==> src/rtl/loop_lock_ctrl_pkg.sv <==
`default_nettype none
//------------------------------------------------------------------------------
// Module  : loop_ctrl_pkg
// Brief   : Shared types, default widths and helpers for the loop lock sequencer.
// Rev     : 1.0  initial release
//------------------------------------------------------------------------------
package loop_ctrl_pkg;

  localparam int C_ERR_W_DEF  = 32;
  localparam int C_CNT_W_DEF  = 16;
  localparam int C_GAIN_W_DEF = 4;

  typedef enum logic [2:0] {
    ST_IDLE   = 3'd0,
    ST_SETTLE = 3'd1,
    ST_ACQ    = 3'd2,
    ST_TRACK  = 3'd3,
    ST_FAULT  = 3'd4
  } state_t;

  // Most-negative input has no positive twin, so it clamps to the largest magnitude.
  function automatic logic [31:0] abs_sat(input logic signed [31:0] x);
    if (x == 32'sh8000_0000)
      return 32'h7FFF_FFFF;
    else if (x < 0)
      return 32'(-x);
    else
      return 32'(x);
  endfunction

endpackage
`default_nettype wire

==> src/rtl/loop_lock_ctrl_if.sv <==
`default_nettype none
//------------------------------------------------------------------------------
// Module  : loop_lock_ctrl_if
// Brief   : Error stream, CPU varset and status bundle of the loop sequencer.
//           Optional LOOP_ACQ_TIMEOUT_EN adds the timeout/fault pair.
// Rev     : 1.0  initial release
//------------------------------------------------------------------------------
interface loop_lock_ctrl_if #(
  parameter int ERR_W  = 32,
  parameter int CNT_W  = 16,
  parameter int GAIN_W = 4
);
  logic                     i_enable;
  logic                     i_err_valid;
  logic signed [ERR_W-1:0]  i_err;
  logic [31:0]              i_err_th;
  logic [31:0]              i_settle_cnt;
  logic [CNT_W-1:0]         i_lock_cnt;
  logic [CNT_W-1:0]         i_unlock_cnt;
  logic [GAIN_W-1:0]        i_gain_acq;
  logic [GAIN_W-1:0]        i_gain_trk;
`ifdef LOOP_ACQ_TIMEOUT_EN
  logic [31:0]              i_acq_timeout;
  logic                     o_fault;
`endif
  logic                     o_fb_on;
  logic [GAIN_W-1:0]        o_gain_sel;
  logic                     o_locked;
  logic [2:0]               o_state;
  logic [15:0]              o_relock_cnt;
  logic                     o_gain_chg;

  modport master (
    output i_enable, i_err_valid, i_err, i_err_th, i_settle_cnt,
           i_lock_cnt, i_unlock_cnt, i_gain_acq, i_gain_trk,
`ifdef LOOP_ACQ_TIMEOUT_EN
    output i_acq_timeout,
    input  o_fault,
`endif
    input  o_fb_on, o_gain_sel, o_locked, o_state, o_relock_cnt, o_gain_chg
  );

  modport slave (
    input  i_enable, i_err_valid, i_err, i_err_th, i_settle_cnt,
           i_lock_cnt, i_unlock_cnt, i_gain_acq, i_gain_trk,
`ifdef LOOP_ACQ_TIMEOUT_EN
    input  i_acq_timeout,
    output o_fault,
`endif
    output o_fb_on, o_gain_sel, o_locked, o_state, o_relock_cnt, o_gain_chg
  );
endinterface
`default_nettype wire

==> src/rtl/loop_lock_ctrl_run_counter.sv <==
`default_nettype none
//------------------------------------------------------------------------------
// Module  : loop_run_counter
// Brief   : Saturating consecutive-event counter with reached-target flag.
// Rev     : 1.0  initial release
//------------------------------------------------------------------------------
module loop_run_counter #(
  parameter int CNT_W = 16
) (
  input  wire              i_clk,
  input  wire              i_rst_n,
  input  wire              i_inc,
  input  wire              i_clr,
  input  wire [CNT_W-1:0]  i_target,
  output logic             o_reached
);
  logic [CNT_W-1:0] r_count;
  logic [CNT_W-1:0] w_count_inc;
  logic [CNT_W-1:0] w_target_eff;

  assign w_count_inc  = (&r_count) ? r_count : r_count + CNT_W'(1);
  assign w_target_eff = (i_target == '0) ? CNT_W'(1) : i_target;
  // Flags the event that completes the run, so the caller can act on the same edge.
  assign o_reached    = i_inc && (w_count_inc >= w_target_eff);

  always_ff @(posedge i_clk or negedge i_rst_n) begin
    if (!i_rst_n)
      r_count <= '0;
    else if (i_clr)
      r_count <= '0;
    else if (i_inc)
      r_count <= w_count_inc;
  end
endmodule
`default_nettype wire

==> src/rtl/loop_lock_ctrl.sv <==
`default_nettype none
//------------------------------------------------------------------------------
// Module  : loop_lock_ctrl
// Brief   : FOG loop sequencer: settle, acquire at high gain, track at low gain.
//           Optional LOOP_ACQ_TIMEOUT_EN adds an ACQ dwell timeout into FAULT.
// Rev     : 1.0  initial release
//------------------------------------------------------------------------------
module loop_lock_ctrl
  import loop_ctrl_pkg::*;
#(
  parameter int ERR_W  = C_ERR_W_DEF,
  parameter int CNT_W  = C_CNT_W_DEF,
  parameter int GAIN_W = C_GAIN_W_DEF
) (
  input  wire              i_clk,
  input  wire              i_rst_n,
  loop_lock_ctrl_if.slave  bus
);
  state_t                  r_state;
  state_t                  w_state_nxt;
  logic                    r_smp_valid;
  logic                    r_smp_inband;
  logic [31:0]             r_settle_cnt;
  logic [32:0]             w_settle_inc;
  logic [32:0]             w_settle_tgt;
  logic                    w_settle_done;
  logic                    w_lock_hit;
  logic                    w_unlock_hit;
  logic                    w_in_acq;
  logic                    w_in_trk;
  logic                    w_smp_in;
  logic                    w_smp_out;
  logic signed [ERR_W-1:0] w_err;
  logic [31:0]             w_err_mag;
  logic [GAIN_W-1:0]       w_gain_nxt;
  logic [GAIN_W-1:0]       r_gain_sel;
  logic                    r_fb_on;
  logic                    r_locked;
  logic                    r_gain_chg;
  logic [15:0]             r_relock_cnt;

  assign w_err     = bus.i_err;
  assign w_err_mag = abs_sat(32'(w_err));
  assign w_in_acq  = (r_state == ST_ACQ);
  assign w_in_trk  = (r_state == ST_TRACK);
  assign w_smp_in  = r_smp_valid && r_smp_inband;
  assign w_smp_out = r_smp_valid && !r_smp_inband;

  // Band decision is registered; the FSM acts on it one clock after the strobe.
  always_ff @(posedge i_clk or negedge i_rst_n) begin
    if (!i_rst_n) begin
      r_smp_valid  <= 1'b0;
      r_smp_inband <= 1'b0;
    end else begin
      r_smp_valid  <= bus.i_err_valid && bus.i_enable && (w_in_acq || w_in_trk);
      r_smp_inband <= (w_err_mag <= bus.i_err_th);
    end
  end

  loop_run_counter #(.CNT_W(CNT_W)) u_run_inband (
    .i_clk     (i_clk),
    .i_rst_n   (i_rst_n),
    .i_inc     (w_in_acq && w_smp_in),
    .i_clr     (!bus.i_enable || !w_in_acq || w_smp_out || w_lock_hit),
    .i_target  (bus.i_lock_cnt),
    .o_reached (w_lock_hit)
  );

  loop_run_counter #(.CNT_W(CNT_W)) u_run_outband (
    .i_clk     (i_clk),
    .i_rst_n   (i_rst_n),
    .i_inc     (w_in_trk && w_smp_out),
    .i_clr     (!bus.i_enable || !w_in_trk || w_smp_in || w_unlock_hit),
    .i_target  (bus.i_unlock_cnt),
    .o_reached (w_unlock_hit)
  );

  assign w_settle_inc  = {1'b0, r_settle_cnt} + 33'd1;
  assign w_settle_tgt  = (bus.i_settle_cnt == '0) ? 33'd1 : {1'b0, bus.i_settle_cnt};
  assign w_settle_done = (w_settle_inc >= w_settle_tgt);

`ifdef LOOP_ACQ_TIMEOUT_EN
  logic [31:0] r_acq_dwell;
  logic        w_acq_expired;
  logic        r_fault;

  assign w_acq_expired = (bus.i_acq_timeout != '0) &&
                         (({1'b0, r_acq_dwell} + 33'd1) >= {1'b0, bus.i_acq_timeout});
  assign bus.o_fault   = r_fault;
`endif

  always_comb begin
    w_state_nxt = r_state;
    if (!bus.i_enable) begin
      w_state_nxt = ST_IDLE;
    end else begin
      case (r_state)
        ST_IDLE:   w_state_nxt = ST_SETTLE;
        ST_SETTLE: if (w_settle_done) w_state_nxt = ST_ACQ;
        ST_ACQ: begin
          if (w_lock_hit) w_state_nxt = ST_TRACK;
`ifdef LOOP_ACQ_TIMEOUT_EN
          else if (w_acq_expired) w_state_nxt = ST_FAULT;
`endif
        end
        ST_TRACK:  if (w_unlock_hit) w_state_nxt = ST_ACQ;
`ifdef LOOP_ACQ_TIMEOUT_EN
        ST_FAULT:  w_state_nxt = ST_FAULT;
`endif
        default:   w_state_nxt = ST_IDLE;
      endcase
    end
  end

  assign w_gain_nxt = (w_state_nxt == ST_TRACK) ? bus.i_gain_trk : bus.i_gain_acq;

  always_ff @(posedge i_clk or negedge i_rst_n) begin
    if (!i_rst_n) begin
      r_state      <= ST_IDLE;
      r_settle_cnt <= '0;
      r_relock_cnt <= '0;
      r_fb_on      <= 1'b0;
      r_locked     <= 1'b0;
      r_gain_sel   <= '0;
      r_gain_chg   <= 1'b0;
`ifdef LOOP_ACQ_TIMEOUT_EN
      r_acq_dwell  <= '0;
      r_fault      <= 1'b0;
`endif
    end else begin
      r_state      <= w_state_nxt;
      r_settle_cnt <= (r_state == ST_SETTLE && w_state_nxt == ST_SETTLE) ? w_settle_inc[31:0] : '0;
      if (w_in_trk && w_state_nxt == ST_ACQ && !(&r_relock_cnt))
        r_relock_cnt <= r_relock_cnt + 16'd1;
      r_fb_on      <= (w_state_nxt == ST_ACQ) || (w_state_nxt == ST_TRACK);
      r_locked     <= (w_state_nxt == ST_TRACK);
      r_gain_sel   <= w_gain_nxt;
      r_gain_chg   <= (w_gain_nxt != r_gain_sel) && (w_state_nxt != ST_IDLE);
`ifdef LOOP_ACQ_TIMEOUT_EN
      if (w_in_acq && w_state_nxt == ST_ACQ)
        r_acq_dwell <= (&r_acq_dwell) ? r_acq_dwell : r_acq_dwell + 32'd1;
      else
        r_acq_dwell <= '0;
      r_fault      <= (w_state_nxt == ST_FAULT);
`endif
    end
  end

  assign bus.o_state      = r_state;
  assign bus.o_fb_on      = r_fb_on;
  assign bus.o_locked     = r_locked;
  assign bus.o_gain_sel   = r_gain_sel;
  assign bus.o_gain_chg   = r_gain_chg;
  assign bus.o_relock_cnt = r_relock_cnt;
endmodule
`default_nettype wire

==> src/flat_wrapper.sv <==
// flat-port wrapper written by rule: the top's interface ports become plain ports
module loop_lock_ctrl_flat import loop_ctrl_pkg::*;
#(
  parameter int ERR_W  = C_ERR_W_DEF,
  parameter int CNT_W  = C_CNT_W_DEF,
  parameter int GAIN_W = C_GAIN_W_DEF
)
  (i_clk, i_rst_n, bus_i_enable, bus_i_err_valid, bus_i_err, bus_i_err_th, bus_i_settle_cnt, bus_i_lock_cnt, bus_i_unlock_cnt, bus_i_gain_acq, bus_i_gain_trk, bus_o_fb_on, bus_o_gain_sel, bus_o_locked, bus_o_state, bus_o_relock_cnt, bus_o_gain_chg);
  loop_lock_ctrl_if #(.ERR_W(ERR_W), .CNT_W(CNT_W), .GAIN_W(GAIN_W)) bus_i ();
  input  wire i_clk;
  input  wire i_rst_n;
  input wire logic [$bits(bus_i.i_enable)-1:0] bus_i_enable;
  input wire logic [$bits(bus_i.i_err_valid)-1:0] bus_i_err_valid;
  input wire logic [$bits(bus_i.i_err)-1:0] bus_i_err;
  input wire logic [$bits(bus_i.i_err_th)-1:0] bus_i_err_th;
  input wire logic [$bits(bus_i.i_settle_cnt)-1:0] bus_i_settle_cnt;
  input wire logic [$bits(bus_i.i_lock_cnt)-1:0] bus_i_lock_cnt;
  input wire logic [$bits(bus_i.i_unlock_cnt)-1:0] bus_i_unlock_cnt;
  input wire logic [$bits(bus_i.i_gain_acq)-1:0] bus_i_gain_acq;
  input wire logic [$bits(bus_i.i_gain_trk)-1:0] bus_i_gain_trk;
  output wire logic [$bits(bus_i.o_fb_on)-1:0] bus_o_fb_on;
  output wire logic [$bits(bus_i.o_gain_sel)-1:0] bus_o_gain_sel;
  output wire logic [$bits(bus_i.o_locked)-1:0] bus_o_locked;
  output wire logic [$bits(bus_i.o_state)-1:0] bus_o_state;
  output wire logic [$bits(bus_i.o_relock_cnt)-1:0] bus_o_relock_cnt;
  output wire logic [$bits(bus_i.o_gain_chg)-1:0] bus_o_gain_chg;
  assign bus_i.i_enable = bus_i_enable;
  assign bus_i.i_err_valid = bus_i_err_valid;
  assign bus_i.i_err = bus_i_err;
  assign bus_i.i_err_th = bus_i_err_th;
  assign bus_i.i_settle_cnt = bus_i_settle_cnt;
  assign bus_i.i_lock_cnt = bus_i_lock_cnt;
  assign bus_i.i_unlock_cnt = bus_i_unlock_cnt;
  assign bus_i.i_gain_acq = bus_i_gain_acq;
  assign bus_i.i_gain_trk = bus_i_gain_trk;
  assign bus_o_fb_on = bus_i.o_fb_on;
  assign bus_o_gain_sel = bus_i.o_gain_sel;
  assign bus_o_locked = bus_i.o_locked;
  assign bus_o_state = bus_i.o_state;
  assign bus_o_relock_cnt = bus_i.o_relock_cnt;
  assign bus_o_gain_chg = bus_i.o_gain_chg;
  loop_lock_ctrl #(.ERR_W(ERR_W), .CNT_W(CNT_W), .GAIN_W(GAIN_W)) u_core (.i_clk(i_clk), .i_rst_n(i_rst_n), .bus(bus_i));
endmodule
==> config.mk <==
export PLATFORM = sky130hd
export DESIGN_NAME = loop_lock_ctrl_flat
export DESIGN_NICKNAME = d
export VERILOG_FILES = /design/src/rtl/loop_lock_ctrl_pkg.sv /design/src/rtl/loop_lock_ctrl_if.sv /design/src/rtl/loop_lock_ctrl_run_counter.sv /design/src/rtl/loop_lock_ctrl.sv /design/src/flat_wrapper.sv
export SDC_FILE = /design/constraint.sdc
export NUM_CORES = 1
export LEC_CHECK = 0
export ABC_AREA = 1
export CORE_ASPECT_RATIO = 1.5
export CORE_UTILIZATION = 55
export CTS_CLUSTER_DIAMETER = 80
export DETAILED_ROUTE_END_ITERATION = 12
export DONT_BUFFER_PORTS = 1
export PLACE_DENSITY = 0.74
export SETUP_SLACK_MARGIN = 0.5
export SLEW_MARGIN = 30
export SYNTH_ARGS = -nofsm -noshare
export SYNTH_HDL_FRONTEND = slang
export SYNTH_SLANG_ARGS = --single-unit
export TNS_END_PERCENT = 10
==> constraint.sdc <==
create_clock -name i_clk -period 5.1 [get_ports i_clk]
set_clock_uncertainty 0.1 [all_clocks]
set_input_delay 0.51 -clock i_clk [delete_from_list [all_inputs] [get_ports i_clk]]
set_output_delay 0.51 -clock i_clk [all_outputs]
set_load 0.005 [all_outputs]
Word-level counts from Yosys, hierarchy flattened. Cells that the tools add are included.

Flip-flop bits (word level): 92. Output and inout port bits: 26.

Add/sub/neg operators: 5. Magnitude comparators: 5. Equality and inequality tests: 8. Mux-type cells: 18. Reduce and logical (&&, ||, !) cells: 35.

Operators with widths (number): two-way mux 16 bit (8); two-way mux 32 bit (4); adder 16 x 1 -> 16 bit (second input constant) (3); AND reduction 16 bit (3); adder 32 x 1 -> 33 bit (second input constant) (1); >= comparator 33 bit (1); == test 32 bit (second input constant) (1); >= comparator 16 bit (2); less-or-equal comparator 32 bit (1); zero test 16 bit (2); zero test 32 bit (1); less-than comparator 32 x 1 -> 1 bit (second input constant) (1); negator 32 bit (1); == test 3 x 2 -> 1 bit (second input constant) (4); logical AND 1 bit (12); two-way mux 3 bit (4); case mux 3 bit (4 select lines) (1); logical OR 1 bit (8); == test 3 x 1 -> 1 bit (second input constant) (2); zero test 1 bit (5); two-way mux 4 bit (1); != test 4 bit (1); nonzero test 2 bit (2); zero test 3 bit (1); nonzero test 3 bit (1).

Logic depth before layout (Yosys ltp).
Word-level depth: 11. Mapped depth: 32. Mapped depth without buffers: 32.

Modules after synthesis. Synthesis repeated with hierarchy kept, for this count alone.

Cell total of the unflattened synthesis: 1324. Area, all modules: 9051.2 µm².

Modules (own cells, without submodules): loop_lock_ctrl (instances 1, cells each 840, area each 5910.7 µm², seq. area each 1501.4 µm²); loop_run_counter (instances 2, cells each 242, area each 1570.3 µm², seq. area each 400.4 µm²).

Worst setup path before layout. Ideal clock, no wire load.

Path type: register to register. From: register u_core.r_settle_cnt[0]. To: register u_core.r_relock_cnt[7], in the netlist u_core.bus.o_relock_cnt[7]. Library setup time: 0.075 ns. Arrival: 3.473 ns. Required time: 4.925 ns. Setup slack: 1.452 ns. Stages on the path, launching flop included: 28. Period minus slack after synthesis: 3.648 ns. Path through: dfrtp_1 ha_1 nand2_2 nor2_4 nand2_2 inv_2 nand3_2 nor3_2 nand2_1 nor3b_2 nand3_2 inv_1 nand4_1 xor2_1 ha_1 nand2_1 nor2_1 nand3_1 nor3_1 nand2_1 nand2_4 nand2_4 a21oi_4 and2_4 nand2_4 buf_6 nor2_4 xor2_2.

Cells in the longest elaborated chain, start to end: 8.

Ends and longest elaborated chain: start: declaration (RTL line loop_lock_ctrl.sv:23) `logic [31:0] r_settle_cnt;`; start signal: assignment (RTL line loop_lock_ctrl.sv:132) `r_settle_cnt <= (r_state == ST_SETTLE && w_state_nxt == ST_SETTLE) ? w_settle_inc[31:0] : '0;`; adder 32 x 1 -> 33 bit (RTL line loop_lock_ctrl.sv:78) `assign w_settle_inc = {1'b0, r_settle_cnt} + 33'd1;`; >= comparator 33 bit (RTL line loop_lock_ctrl.sv:80) `assign w_settle_done = (w_settle_inc >= w_settle_tgt);`; two-way mux 3 bit (RTL line loop_lock_ctrl.sv:99) `ST_SETTLE: if (w_settle_done) w_state_nxt = ST_ACQ;`; case mux 3 bit (4 select lines) (RTL line loop_lock_ctrl.sv:97) `case (r_state)`; two-way mux 3 bit (RTL line loop_lock_ctrl.sv:94) `if (!bus.i_enable) begin`; == test 3 x 2 -> 1 bit (RTL line loop_lock_ctrl.sv:133) `if (w_in_trk && w_state_nxt == ST_ACQ && !(&r_relock_cnt))`; logical AND 1 bit (2 in a row) (RTL line loop_lock_ctrl.sv:133); end signal: assignment (RTL line loop_lock_ctrl.sv:134) `r_relock_cnt <= r_relock_cnt + 16'd1;`; end: declaration (RTL line loop_lock_ctrl.sv:40) `logic [15:0] r_relock_cnt;`.

Every way passes these cells. A chain may end at the register's enable or synchronous reset.

Final worst setup path.
From: register u_core.r_settle_cnt[0]. To: register u_core.r_relock_cnt[8], in the netlist u_core.bus.o_relock_cnt[8].

Same word-level chain as after synthesis.

==> metrics.md <==
| Metric | Value |
|---|---|
| Final setup fails | 0 |
| Antenna violations before repair | 0 |
| Crit path max-delay family | simple AND/OR/NAND/NOR gates |
| Buf/Inv on CP | 2 |
| First-pass GRT wire length | ~34000 um |
| Vias post-DR | about 8000 |
| Ys Warns | 0 |
| Hold Worst Slack | about 200 ps |
| Post-route antenna net violation count | 0 |
| Final period utilization | between 80 and 90% |
| EDFF count, synth | 0 |
| Layout area overhead | 6.408% |
| Clock Power Share | 42.1% |
| Worst setup EP type | register |
| CTS root buf | clkbuf_16 |
| Int Pwr | around 0.0012 W |
| Final Hold Viols | 0 |
| Vias in the first global route | roughly 7700 |
| Fraction of layout cells with a size suffix above 1 | under 10% |
| Routed length per instance | around 14 um |
| Part of the power in registers | a little under half |
| Core Box Area | ~16000 um2 |
| Max_cap viols | 0 |
| Top cells by area, synth | dfrtp_1 (26%), ha_1 (14%), inv_1 (11%) |
| Status | finished, final reports clean |
| P per Cell Area | roughly 170 nW/um2 |
| IO Pins | between 150 and 200 |
| Net switching power | ~0.00042 W |
| Starting Density | between 50% and 60% |
| Worst setup margin | 917.6 ps |
| Detail Placement HPWL | 17230 um |
| Crit path max fanout | 15 |
| Die area | about 17000 um2 |
| Latest clock arrival within the worst-skew pair | 350 ps |
| Fraction of registers with async set/reset | between 90% and 100% |
| Number of stages on the worst setup path | 29 |
| Crit start category | register |
| Port Buffers | 0 |
| TritonCTS clock tree | built |
| Post-route DRC | 0 |
| Max Freq | approximately 240 MHz |
| Clock sinks | 92 |
| Clk pin slew, worst setup/hold paths | roughly 70 ps |
| Hold depth | 2 |
| Final core occ | 60.23% |
| Peak VDD IR | about 0.19 mV |
| Synth top area share | roughly 26% |
| Main synth FF type | dfrtp_1 |
| Most common cell after layout, fill and taps aside | inv_1 |
| Most frequent CP cell | nand2_1 |
| Initial DRC count | 323 |
| Post-Syn Instances | approximately 1300 |
| CTS Buffer Depth | 2 |
| Die Y | roughly 160 um |
| Cell Area, Synth | 8924 um2 |
| Worst slew pin tran | 883.2 ps |
| Max_slew headroom | roughly two fifths |
| Worst r2r path cells | 29 |
| GRT Total Usage | 25.35% |
| Via/cell ratio | 5.311 |
| Final wirelength | 20910 um |
| Sequential-to-total area share from yosys stat | 25.80% |
| CP peak stage delay | about 370 ps |
| Fin. max-slew vios | 0 |
| NumNets Final | ~1500 |
| Synth Register Bits | 92 |
| Leak | ~5 nW |
| Largest net degree at the start of global routing | 93 |
| Commonest cells after routing, fill and taps aside | inv_1 (265), nand2_1 (249), nor2_1 (143) |
| Diodes inserted | 0 |
| Yosys top cell by area | dfrtp_1 |
| H-tree Lvls | 3 |
| Tmin final | roughly 4200 ps |
| Total grt overflow | 0 |
| Placer congestion estimate | between 0.9 and 1 |
| Post-Syn Nets | around 1500 |
| Initial DRT Pass Iterations | 5 |
| RSZ-0062 raised after global routing | false |
| Place WS | 842.9 ps |
| Unique masters post-synth | 52 |
| CP Data Required Time | approximately 5200 ps |
| Arrival time at the worst endpoint | about 4300 ps |
| Critical setup path kind | register to register |
| Synth Area per Inst | between 6 and 7 um2 |
| FP Rows | 56 |
| CP max-delay cell | dfrtp_1 |
| Hold crit path type | input port to register |
| Die Width | approximately 110 um |
| Switching Share | around a quarter |
| Combinational power share | between 10% and 20% |
| CTS buffer count | 9 |
| Setup TNS | 0 ps |
| Power Total | approximately 0.0016 W |
[power by group through the flow]
| stage | logic, W | clock network (W) | registers (W) |
|---|---|---|---|
| finish | 0.000201 | 0.000684 | 0.000739 |
| global route | 0.000238 | 0.000727 | 0.000739 |
| CTS | 0.000204 | 0.000695 | 0.000739 |
| detailed placement | 0.000185 | 0 | 0.000753 |
| global placement | 0.000179 | 0 | 0.000753 |
| floorplan | 0.000151 | 0 | 0.000751 |
[metrics by stage]
stage	instances	instance area, um2
after global placement	1481	9133
after global routing	1501	9495
after CTS	1499	9469
after floorplan	1290	8924
after detailed placement	1481	9133
final	1501	9495
[timing repair]
item	CTS	global route
gates resized for setup	0	2
buffers inserted	0	2
setup endpoints to repair	0	7
hold endpoints to repair	92	0
hold buffers	2	0
[cell type report]
cell class              instances  area (um2)
clock inverters                 6       70.07
clock buffers                  10       229.0
multi-input cells             914        5559
fillers                      1520        6270
flip-flops and latches         92        2302
inverters                     270        1013
repair buffers                  6       67.56
well taps                     203       254.0
[registers in the layout, indices dropped and copies added (netlist names)]
name and flops:
u_core.bus.o_fb_on 1, u_core.bus.o_gain_chg 1, u_core.bus.o_gain_sel 4, u_core.bus.o_locked 1
u_core.bus.o_relock_cnt 16, u_core.bus.o_state 3, u_core.r_settle_cnt 32, u_core.r_smp_inband 1
u_core.r_smp_valid 1, u_core.u_run_inband.r_count 16, u_core.u_run_outband.r_count 16
[cells in the mapped netlist, drive strengths merged, types with 14 or more instances]
master / number
a211oi: 14
a21oi: 64
nor2: 159
xor2: 57
nand3: 58
inv: 269
nor4: 28
o21ai: 41
nand2: 258
dfrtp: 92
nor3: 49
ha: 101
nand4: 26
[worst reg2reg max path, delay by kind of cell (launching register included)]
kind                       cells  cell delay [ps]
AOI/OAI and AO/OA              1              130
xor gates and xnor gates       2              330
adders and majority gates      2              490
buffers and inverters          2              200
DFF                            1              370
and+or+nand+nor               22             2460
[layer usage]
metal	GRT usage, %	wire (um)	vias up
met5	0	0	-
met4	9.392	519	0
met3	6.011	1205	35
met2	47.90	10960	175
met1	27.12	8220	3616
li1	-	-	4146
[cells by family (layout without fill, tap and decap cells)]
kind of cell	after synthesis	in the layout	synth area share, %
AO/OA/AOI/OAI	147	147	9.591
XOR/XNOR	69	69	7.193
adder cells (fa/ha/maj)	101	101	14.16
buffers and inverters	284	292	12.03
flip-flops	92	92	25.80
multiplexers	1	1	0.1262
other	1	1	0.04202
AND/OR/NAND/NOR	595	595	31.06
[worst paths after layout]
| kind | from | endpoint | slack (ps) |
|---|---|---|---|
| max in group asynchronous | i_rst_n | u_core.r_settle_cnt[8] | 3890 |
| setup / recovery | u_core.r_settle_cnt[0] | u_core.bus.o_relock_cnt[8] | 920 |
| hold reg to reg | u_core.r_settle_cnt[0] | u_core.r_settle_cnt[0] | 360 |
| min in group asynchronous | i_rst_n | u_core.r_settle_cnt[29] | 630 |
| hold / removal | bus_i_err_valid | u_core.r_smp_valid | 200 |
| setup reg to reg | u_core.r_settle_cnt[0] | u_core.bus.o_relock_cnt[8] | 920 |
(Power assumes the default switching activity.)
